[config.mk]
export PLATFORM = sky130hd
export DESIGN_NAME = disp_scan_mux_flat
export DESIGN_NICKNAME = d
export VERILOG_FILES = /design/src/rtl/disp_pkg.sv /design/src/rtl/disp_scan_mux_if.sv /design/src/rtl/disp_seg_decode.sv /design/src/rtl/disp_scan_mux.sv /design/src/flat_wrapper.sv
export SDC_FILE = /design/constraint.sdc
export NUM_CORES = 1
export LEC_CHECK = 0
export ABC_CLOCK_PERIOD_IN_PS = 5600
export BUFFER_PORTS_ARGS = -buffer_cell sky130_fd_sc_hd__clkbuf_2
export CAP_MARGIN = 20
export CORE_UTILIZATION = 55
export DETAILED_ROUTE_END_ITERATION = 16
export GPL_ROUTABILITY_DRIVEN = 0
export GPL_TIMING_DRIVEN = 1
export PLACE_DENSITY = 0.83
export SYNTH_ARGS = -nofsm -noshare
export SYNTH_HDL_FRONTEND = slang
export SYNTH_HIERARCHICAL = 1
export SYNTH_SLANG_ARGS = --single-unit
[constraint.sdc]
create_clock -name clk -period 5.6 [get_ports clk]
set_input_delay 0.28 -clock clk [delete_from_list [all_inputs] [get_ports clk]]
set_output_delay 0.28 -clock clk [all_outputs]
set_load 0.01 [all_outputs]
[src/rtl/disp_pkg.sv]
// rtl/disp_pkg.sv - segment width, 14-segment digit patterns and BCD decode
// Bit map (active-low): [0]a [1]b [2]c [3]d [4]e [5]f [6]g1 [7]g2
// [8]h [9]i [10]j [11]k [12]l [13]m [14]dp
package disp_pkg;

    localparam int SEG_W = 15;

    typedef logic [SEG_W-1:0] seg_t;

    localparam seg_t SEG_DARK = 15'h7FFF;
    localparam seg_t SEG_0    = ~15'h003F;
    localparam seg_t SEG_1    = ~15'h0006;
    localparam seg_t SEG_2    = ~15'h00DB;
    localparam seg_t SEG_3    = ~15'h00CF;
    localparam seg_t SEG_4    = ~15'h00E6;
    localparam seg_t SEG_5    = ~15'h00ED;
    localparam seg_t SEG_6    = ~15'h00FD;
    localparam seg_t SEG_7    = ~15'h0007;
    localparam seg_t SEG_8    = ~15'h00FF;
    localparam seg_t SEG_9    = ~15'h00EF;

    // Codes 10..15 are not digits and render dark.
    function automatic seg_t bcd_to_seg(input logic [3:0] code);
        case (code)
            4'd0:    bcd_to_seg = SEG_0;
            4'd1:    bcd_to_seg = SEG_1;
            4'd2:    bcd_to_seg = SEG_2;
            4'd3:    bcd_to_seg = SEG_3;
            4'd4:    bcd_to_seg = SEG_4;
            4'd5:    bcd_to_seg = SEG_5;
            4'd6:    bcd_to_seg = SEG_6;
            4'd7:    bcd_to_seg = SEG_7;
            4'd8:    bcd_to_seg = SEG_8;
            4'd9:    bcd_to_seg = SEG_9;
            default: bcd_to_seg = SEG_DARK;
        endcase
    endfunction

endpackage

[src/rtl/disp_scan_mux_if.sv]
// rtl/disp_scan_mux_if.sv - value/control inputs and pin outputs of the scan mux
// master: drives digit, blank_lz, blink_mask, brightness; receives seg, an, frame_start
// slave : the scan mux itself
interface disp_scan_mux_if #(
    parameter int NUM_DIGITS = 4
);
    import disp_pkg::*;

    logic [4*NUM_DIGITS-1:0] digit;
    logic                    blank_lz;
    logic [NUM_DIGITS-1:0]   blink_mask;
    logic [2:0]              brightness;
    seg_t                    seg;
    logic [NUM_DIGITS-1:0]   an;
    logic                    frame_start;

    modport master (
        output digit, blank_lz, blink_mask, brightness,
        input  seg, an, frame_start
    );

    modport slave (
        input  digit, blank_lz, blink_mask, brightness,
        output seg, an, frame_start
    );

endinterface

[src/rtl/disp_seg_decode.sv]
// rtl/disp_seg_decode.sv - combinational BCD code to active-low 15-bit pattern
// i_code: 4-bit code; o_seg: pattern, all ones for codes 10..15
module disp_seg_decode
    import disp_pkg::*;
(
    input  logic [3:0] i_code,
    output seg_t       o_seg
);

    assign o_seg = bcd_to_seg(i_code);

endmodule

[src/rtl/disp_scan_mux.sv]
// rtl/disp_scan_mux.sv - time-multiplexed 14-segment+dp digit driver
// clk, rst (sync, active-high); bus (slave): digit/blank_lz/blink_mask/brightness in,
// seg/an (active-low, registered) and frame_start pulse out.
module disp_scan_mux
    import disp_pkg::*;
#(
    parameter int NUM_DIGITS   = 4,
    parameter int REFRESH_DIV  = 16384,
    parameter int GUARD_CYC    = 2,
    parameter int BLINK_FRAMES = 64
) (
    input  logic            clk,
    input  logic            rst,
    disp_scan_mux_if.slave  bus
);

    localparam int SLOT_W = $clog2(REFRESH_DIV);
    localparam int SEL_W  = (NUM_DIGITS > 1) ? $clog2(NUM_DIGITS) : 1;
    localparam int FRM_W  = $clog2(BLINK_FRAMES + 1);

    localparam logic [SLOT_W-1:0] SLOT_LAST = SLOT_W'(REFRESH_DIV - 1);
    localparam logic [SEL_W-1:0]  SEL_LAST  = SEL_W'(NUM_DIGITS - 1);
    localparam logic [FRM_W-1:0]  FRM_TOP   = FRM_W'(BLINK_FRAMES);
    localparam logic [SLOT_W-1:0] GUARD     = SLOT_W'(GUARD_CYC);

    logic [SLOT_W-1:0]     r_slot;
    logic [SEL_W-1:0]      r_sel;
    logic [FRM_W-1:0]      r_frame_cnt;
    logic                  r_blink_phase;
    logic [3:0]            r_snap_digit [NUM_DIGITS];
    logic                  r_snap_blank;
    logic [NUM_DIGITS-1:0] r_snap_blink;
    seg_t                  r_seg;
    logic [NUM_DIGITS-1:0] r_an;
    logic                  r_frame_start;

    logic                  w_snap;
    logic [NUM_DIGITS-1:0] w_lz_dark;
    logic [3:0]            w_bright_p1;
    logic [SLOT_W:0]       w_limit;
    logic                  w_active;
    logic                  w_dark;
    seg_t                  w_pat;
    seg_t                  w_seg_next;
    logic [NUM_DIGITS-1:0] w_an_next;

    assign w_snap = (r_sel == '0) && (r_slot == '0);

    // Leading-zero blanking: walk from the top digit down while every digit seen is zero.
    always_comb begin : lz_blk
        logic zero_above;
        zero_above = 1'b1;
        w_lz_dark  = '0;
        for (int i = NUM_DIGITS - 1; i >= 0; i--) begin
            zero_above   = zero_above & (r_snap_digit[i] == 4'd0);
            w_lz_dark[i] = r_snap_blank & zero_above & (i != 0);
        end
    end

    // Window end = (brightness+1) * REFRESH_DIV/8; REFRESH_DIV is a power of two, so a shift.
    assign w_bright_p1 = {1'b0, bus.brightness} + 4'd1;
    assign w_limit     = {{(SLOT_W-3){1'b0}}, w_bright_p1} << (SLOT_W - 3);
    assign w_active    = (r_slot >= GUARD) && ({1'b0, r_slot} < w_limit);

    assign w_dark = w_lz_dark[r_sel] | (r_blink_phase & r_snap_blink[r_sel]);

    disp_seg_decode u_decode (
        .i_code (r_snap_digit[r_sel]),
        .o_seg  (w_pat)
    );

    assign w_an_next  = w_active ? ~(NUM_DIGITS'(1) << r_sel) : '1;
    assign w_seg_next = (w_active && !w_dark) ? w_pat : SEG_DARK;

    always_ff @(posedge clk) begin
        if (rst) begin
            r_slot        <= '0;
            r_sel         <= '0;
            r_frame_cnt   <= '0;
            r_blink_phase <= 1'b0;
            for (int i = 0; i < NUM_DIGITS; i++) r_snap_digit[i] <= 4'hF;
            r_snap_blank  <= 1'b0;
            r_snap_blink  <= '0;
            r_seg         <= SEG_DARK;
            r_an          <= '1;
            r_frame_start <= 1'b0;
        end else begin
            r_slot <= (r_slot == SLOT_LAST) ? '0 : r_slot + 1'b1;
            if (r_slot == SLOT_LAST) begin
                r_sel <= (r_sel == SEL_LAST) ? '0 : r_sel + 1'b1;
            end
            r_frame_start <= w_snap;
            if (w_snap) begin
                for (int i = 0; i < NUM_DIGITS; i++) r_snap_digit[i] <= bus.digit[4*i +: 4];
                r_snap_blank <= bus.blank_lz;
                r_snap_blink <= bus.blink_mask;
                // Counter runs 1..BLINK_FRAMES after the first frame, so the phase
                // holds for exactly BLINK_FRAMES frames including the very first.
                if (r_frame_cnt == FRM_TOP) begin
                    r_frame_cnt   <= FRM_W'(1);
                    r_blink_phase <= ~r_blink_phase;
                end else begin
                    r_frame_cnt <= r_frame_cnt + 1'b1;
                end
            end
            r_an  <= w_an_next;
            r_seg <= w_seg_next;
        end
    end

    assign bus.seg         = r_seg;
    assign bus.an          = r_an;
    assign bus.frame_start = r_frame_start;

endmodule

[src/flat_wrapper.sv]
// flat-port wrapper written by rule: the top's interface ports become plain ports
module disp_scan_mux_flat import disp_pkg::*;
#(
    parameter int NUM_DIGITS   = 4,
    parameter int REFRESH_DIV  = 16384,
    parameter int GUARD_CYC    = 2,
    parameter int BLINK_FRAMES = 64
)
  (clk, rst, bus_digit, bus_blank_lz, bus_blink_mask, bus_brightness, bus_seg, bus_an, bus_frame_start);
  disp_scan_mux_if #(.NUM_DIGITS(NUM_DIGITS)) bus_i ();
  input  logic clk;
  input  logic rst;
  input wire logic [$bits(bus_i.digit)-1:0] bus_digit;
  input wire logic [$bits(bus_i.blank_lz)-1:0] bus_blank_lz;
  input wire logic [$bits(bus_i.blink_mask)-1:0] bus_blink_mask;
  input wire logic [$bits(bus_i.brightness)-1:0] bus_brightness;
  output wire logic [$bits(bus_i.seg)-1:0] bus_seg;
  output wire logic [$bits(bus_i.an)-1:0] bus_an;
  output wire logic [$bits(bus_i.frame_start)-1:0] bus_frame_start;
  assign bus_i.digit = bus_digit;
  assign bus_i.blank_lz = bus_blank_lz;
  assign bus_i.blink_mask = bus_blink_mask;
  assign bus_i.brightness = bus_brightness;
  assign bus_seg = bus_i.seg;
  assign bus_an = bus_i.an;
  assign bus_frame_start = bus_i.frame_start;
  disp_scan_mux #(.NUM_DIGITS(NUM_DIGITS), .REFRESH_DIV(REFRESH_DIV), .GUARD_CYC(GUARD_CYC), .BLINK_FRAMES(BLINK_FRAMES)) u_core (.clk(clk), .rst(rst), .bus(bus_i));
endmodule
==> metrics.md <==
| Metric | Value |
|---|---|
| CTS Buffer Depth | 2 |
| Height of the chip | between 70 and 80 um |
| Peak supply drop | 252 uV |
| Post-synth top flop | dfxtp_1 |
| PwrDens | 289 nW/um^2 |
| Number of synthesized flops with an enable pin | 16 |
| Max_slew headroom | around 39% |
| Pins Over Slew Limit | 0 |
| Count leader, synth | dfxtp_1 |
| CP arrival | 3.12 ns |
| Vias per std cell | ~5.5 |
| Final wirelength | 5840 um |
| DRT iter0 DRCs | 126 |
| Most frequent cells after synthesis | dfxtp_1, nand2_1, nor2_1, a21oi_1, or3_1 |
| Max FO, Critical Path | 34 |
| Clock Skews | 0.00925 ns |
| Ant. Diodes | 0 |
| Final Critical Period | 3.16 ns |
| Post_cts resized | 0 |
| Number of max-cap violations | 0 |
| Synth area leaders | dfxtp_1, edfxtp_1, ha_1 |
| Root Driver | clkbuf_8 |
| Worst stage delay on the critical path | 0.83 ns |
| Main combinational cell family by area after synthesis | simple AND/OR/NAND/NOR gates |
| Site row count | 26 |
| Share of the yosys chip area belonging to registers | about 49% |
| IO Pins | 46 |
| CTS tree | yes |
| Hold crit path type | input port to register |
| Worst skew pair latency | 0.33 ns |
| Fin nets | 395 |
| Share of post-route cells with drive strength above 1 | 20.4% |
| #FFs+latches synth | 67 |
| Vias in the first global route | 2117 |
| Adder-Cell Fraction of Synth Area | approximately 7% |
| Fmax | around 320 MHz |
| CTS Sinks | 67 |
| Drt wl/cell | 13.7 um |
| Status | finished, final reports clean |
| Via count | 2340 |
| Final setup fails | 0 |
| CP top delay family | simple AND/OR/NAND/NOR gates |
| Final HPWL DP | 4090 um |
| Synthesized area | 3080 sq um |
| Largest net degree at the start of global routing | 42 |
| Fin Setup TNS | 0 ns |
| Total core area | around 5200 sq um |
| Mux cell area share after synthesis | under 10% |
| WS Path Type | register to register |
| Yosys cell types | 43 |
| Max stage delay cell, worst path | or4_1 |
| Post-route cell area | 3490 sq um |
| Crit end category | register |
| Area grow syn2layout | 13.4% |
| TritonCTS Buffers | 9 |
| Clock slew at reported path FFs | 0.07 ns |
| Gr usage total | a little over a fifth |
| Drt pass-1 iters | 4 |
| Gate Count Post-Synth | 309 |
| Ys async rst share | 0% |
| Die Width | around 77 um |
| Post-synthesis simple-gate area fraction | between 20% and 30% |
| Congestion Overflow GR | 0 |
| Crit path cell chain | inv_1 -> ha_1 -> or4bb_1 -> or4_1 -> nand2b_1 |
| Hold buffer count at cts | 0 |
| Syn_area_per_cell | approximately 10 sq um |
| Post-route ant nets | 0 |
| Share of the synthesized area in the top cell type | between 30% and 40% |
| Critical Path RT | around 5.6 ns |
| # H-tree levels | 3 |
| Leakage | 1.33 nW |
| Startpoint Class | register |
| Full die area | 5900 sq um |
| RSZ-0062 raised after global routing | false |
| Global-route wire length before repair | about 9500 um |
| Post-synthesis xor/xnor area fraction | 3.41% |
| Final Hold Fails | 0 |
| Starting density of the core | 58.8% |
| Post-DP Area | 3300 sq um |
| Ys Warns | 6 |
| Final clock period utilization by the worst path | between 50% and 60% |
| Synth Area in Compound Gates | about 8.0% |
| Measured slew at the worst slew-check pin | 0.904 ns |
| Initial antenna violation count | 0 |
| Worst path bufs/invs | 1 |
| Post-synth top area cell | dfxtp_1 |
| Port bufs | 45 |
| Postcts setup bufs | 0 |
| Post-route DRC | 0 |
tightest hold or removal path: stages:
cell      delay [ns]
clkbuf_2        0.08
nand2_1         0.04
a21oi_1         0.05
state kept, by name, indices dropped and copies added (netlist names), named ones only:
register,cells
u_core/r_snap_digit,16
u_core/bus.seg,15
u_core/r_slot,14
u_core/r_frame_cnt,7
u_core/bus.an,4
u_core/r_snap_blink,4
u_core/r_sel,2
u_core/bus.frame_start,1
u_core/r_blink_phase,1
u_core/r_snap_blank,1
cell usage in the layout, fill, tap and decap left out, types with 5 or more instances in the layout:
cell type / synthesis / layout
a21oi_1: 22 / 22
and3_1: 5 / 5
clkbuf_2: 0 / 45
clkbuf_8: 0 / 9
conb_1: 1 / 7
dfxtp_1: 51 / 51
edfxtp_1: 16 / 16
ha_1: 17 / 17
inv_1: 14 / 14
mux4_2: 5 / 5
nand2_1: 28 / 28
nand3_1: 6 / 6
nand3b_1: 15 / 15
nor2_1: 24 / 24
nor3_1: 5 / 5
nor4_1: 5 / 5
o21ai_0: 11 / 11
or3_1: 19 / 19
xnor2_1: 10 / 10
where the power goes:
group / leakage, nW / total (mW) / internal [mW] / switching (mW)
clock: 0.100 / 0.375 / 0.203 / 0.172
combinational: 0.684 / 0.102 / 0.0403 / 0.0613
sequential: 0.547 / 0.533 / 0.520 / 0.0128
final cells by class:
cell class,instances,area [sq um]
Fill cell,409,1740
Multi-Input combinational cell,214,1440
Timing Repair Buffer,46,233
Clock inverter,6,56.3
Clock buffer,10,128
Tap cell,70,87.6
Sequential cell,67,1500
Inverter,14,52.6
kinds of logic (layout without fill, tap and decap cells):
group,after synthesis,count (layout)
multiplexers,5,5
AO/OA/AOI/OAI,43,43
XOR/XNOR,12,12
adder cells (fa/ha/maj),17,17
buffers and inverters,34,76
flip-flops,67,67
other,1,7
AND/OR/NAND/NOR,130,130
per-stage QoR:
stage	std cells	total power [mW]	setup WS [ns]	util, %	hold WS (ns)
after global placement	410	0.639	2.60	63.1	0.446
final	427	1.01	2.44	66.7	0.171
after CTS	426	1.02	2.45	66.6	0.150
after detailed placement	410	0.643	2.49	63.1	0.452
after floorplan	315	0.615	3.01	-	0.420
after global routing	427	1.06	2.26	66.7	0.176
worst paths after layout:
kind	startpoint	endpoint	slack [ns]	cells past startpoint
worst max-delay path	u_core/r_sel[0]$_SDFFE_PP0N_	u_core/r_snap_digit[1][2]$_SDFFCE_PN1P_	2.44	5
worst min-delay path	bus_blink_mask[1]	u_core/r_snap_blink[1]$_SDFFE_PP0P_	0.17	3
worst max register to register	u_core/r_sel[0]$_SDFFE_PP0N_	u_core/r_snap_digit[1][2]$_SDFFCE_PN1P_	2.44	5
worst min register to register	u_core/r_slot[0]$_SDFF_PP0_	u_core/r_slot[0]$_SDFF_PP0_	0.47	1
metal layers:
metal / wire length [um] / vias to the layer above / track usage (%)
met5: 0 / - / 0
met4: 61 / 0 / 7.50
met3: 332 / 6 / 7.26
met2: 2970 / 75 / 36.8
met1: 2480 / 1095 / 23.5
li1: - / 1164 / -
No activity file was read; power rests on OpenSTA's default activity.
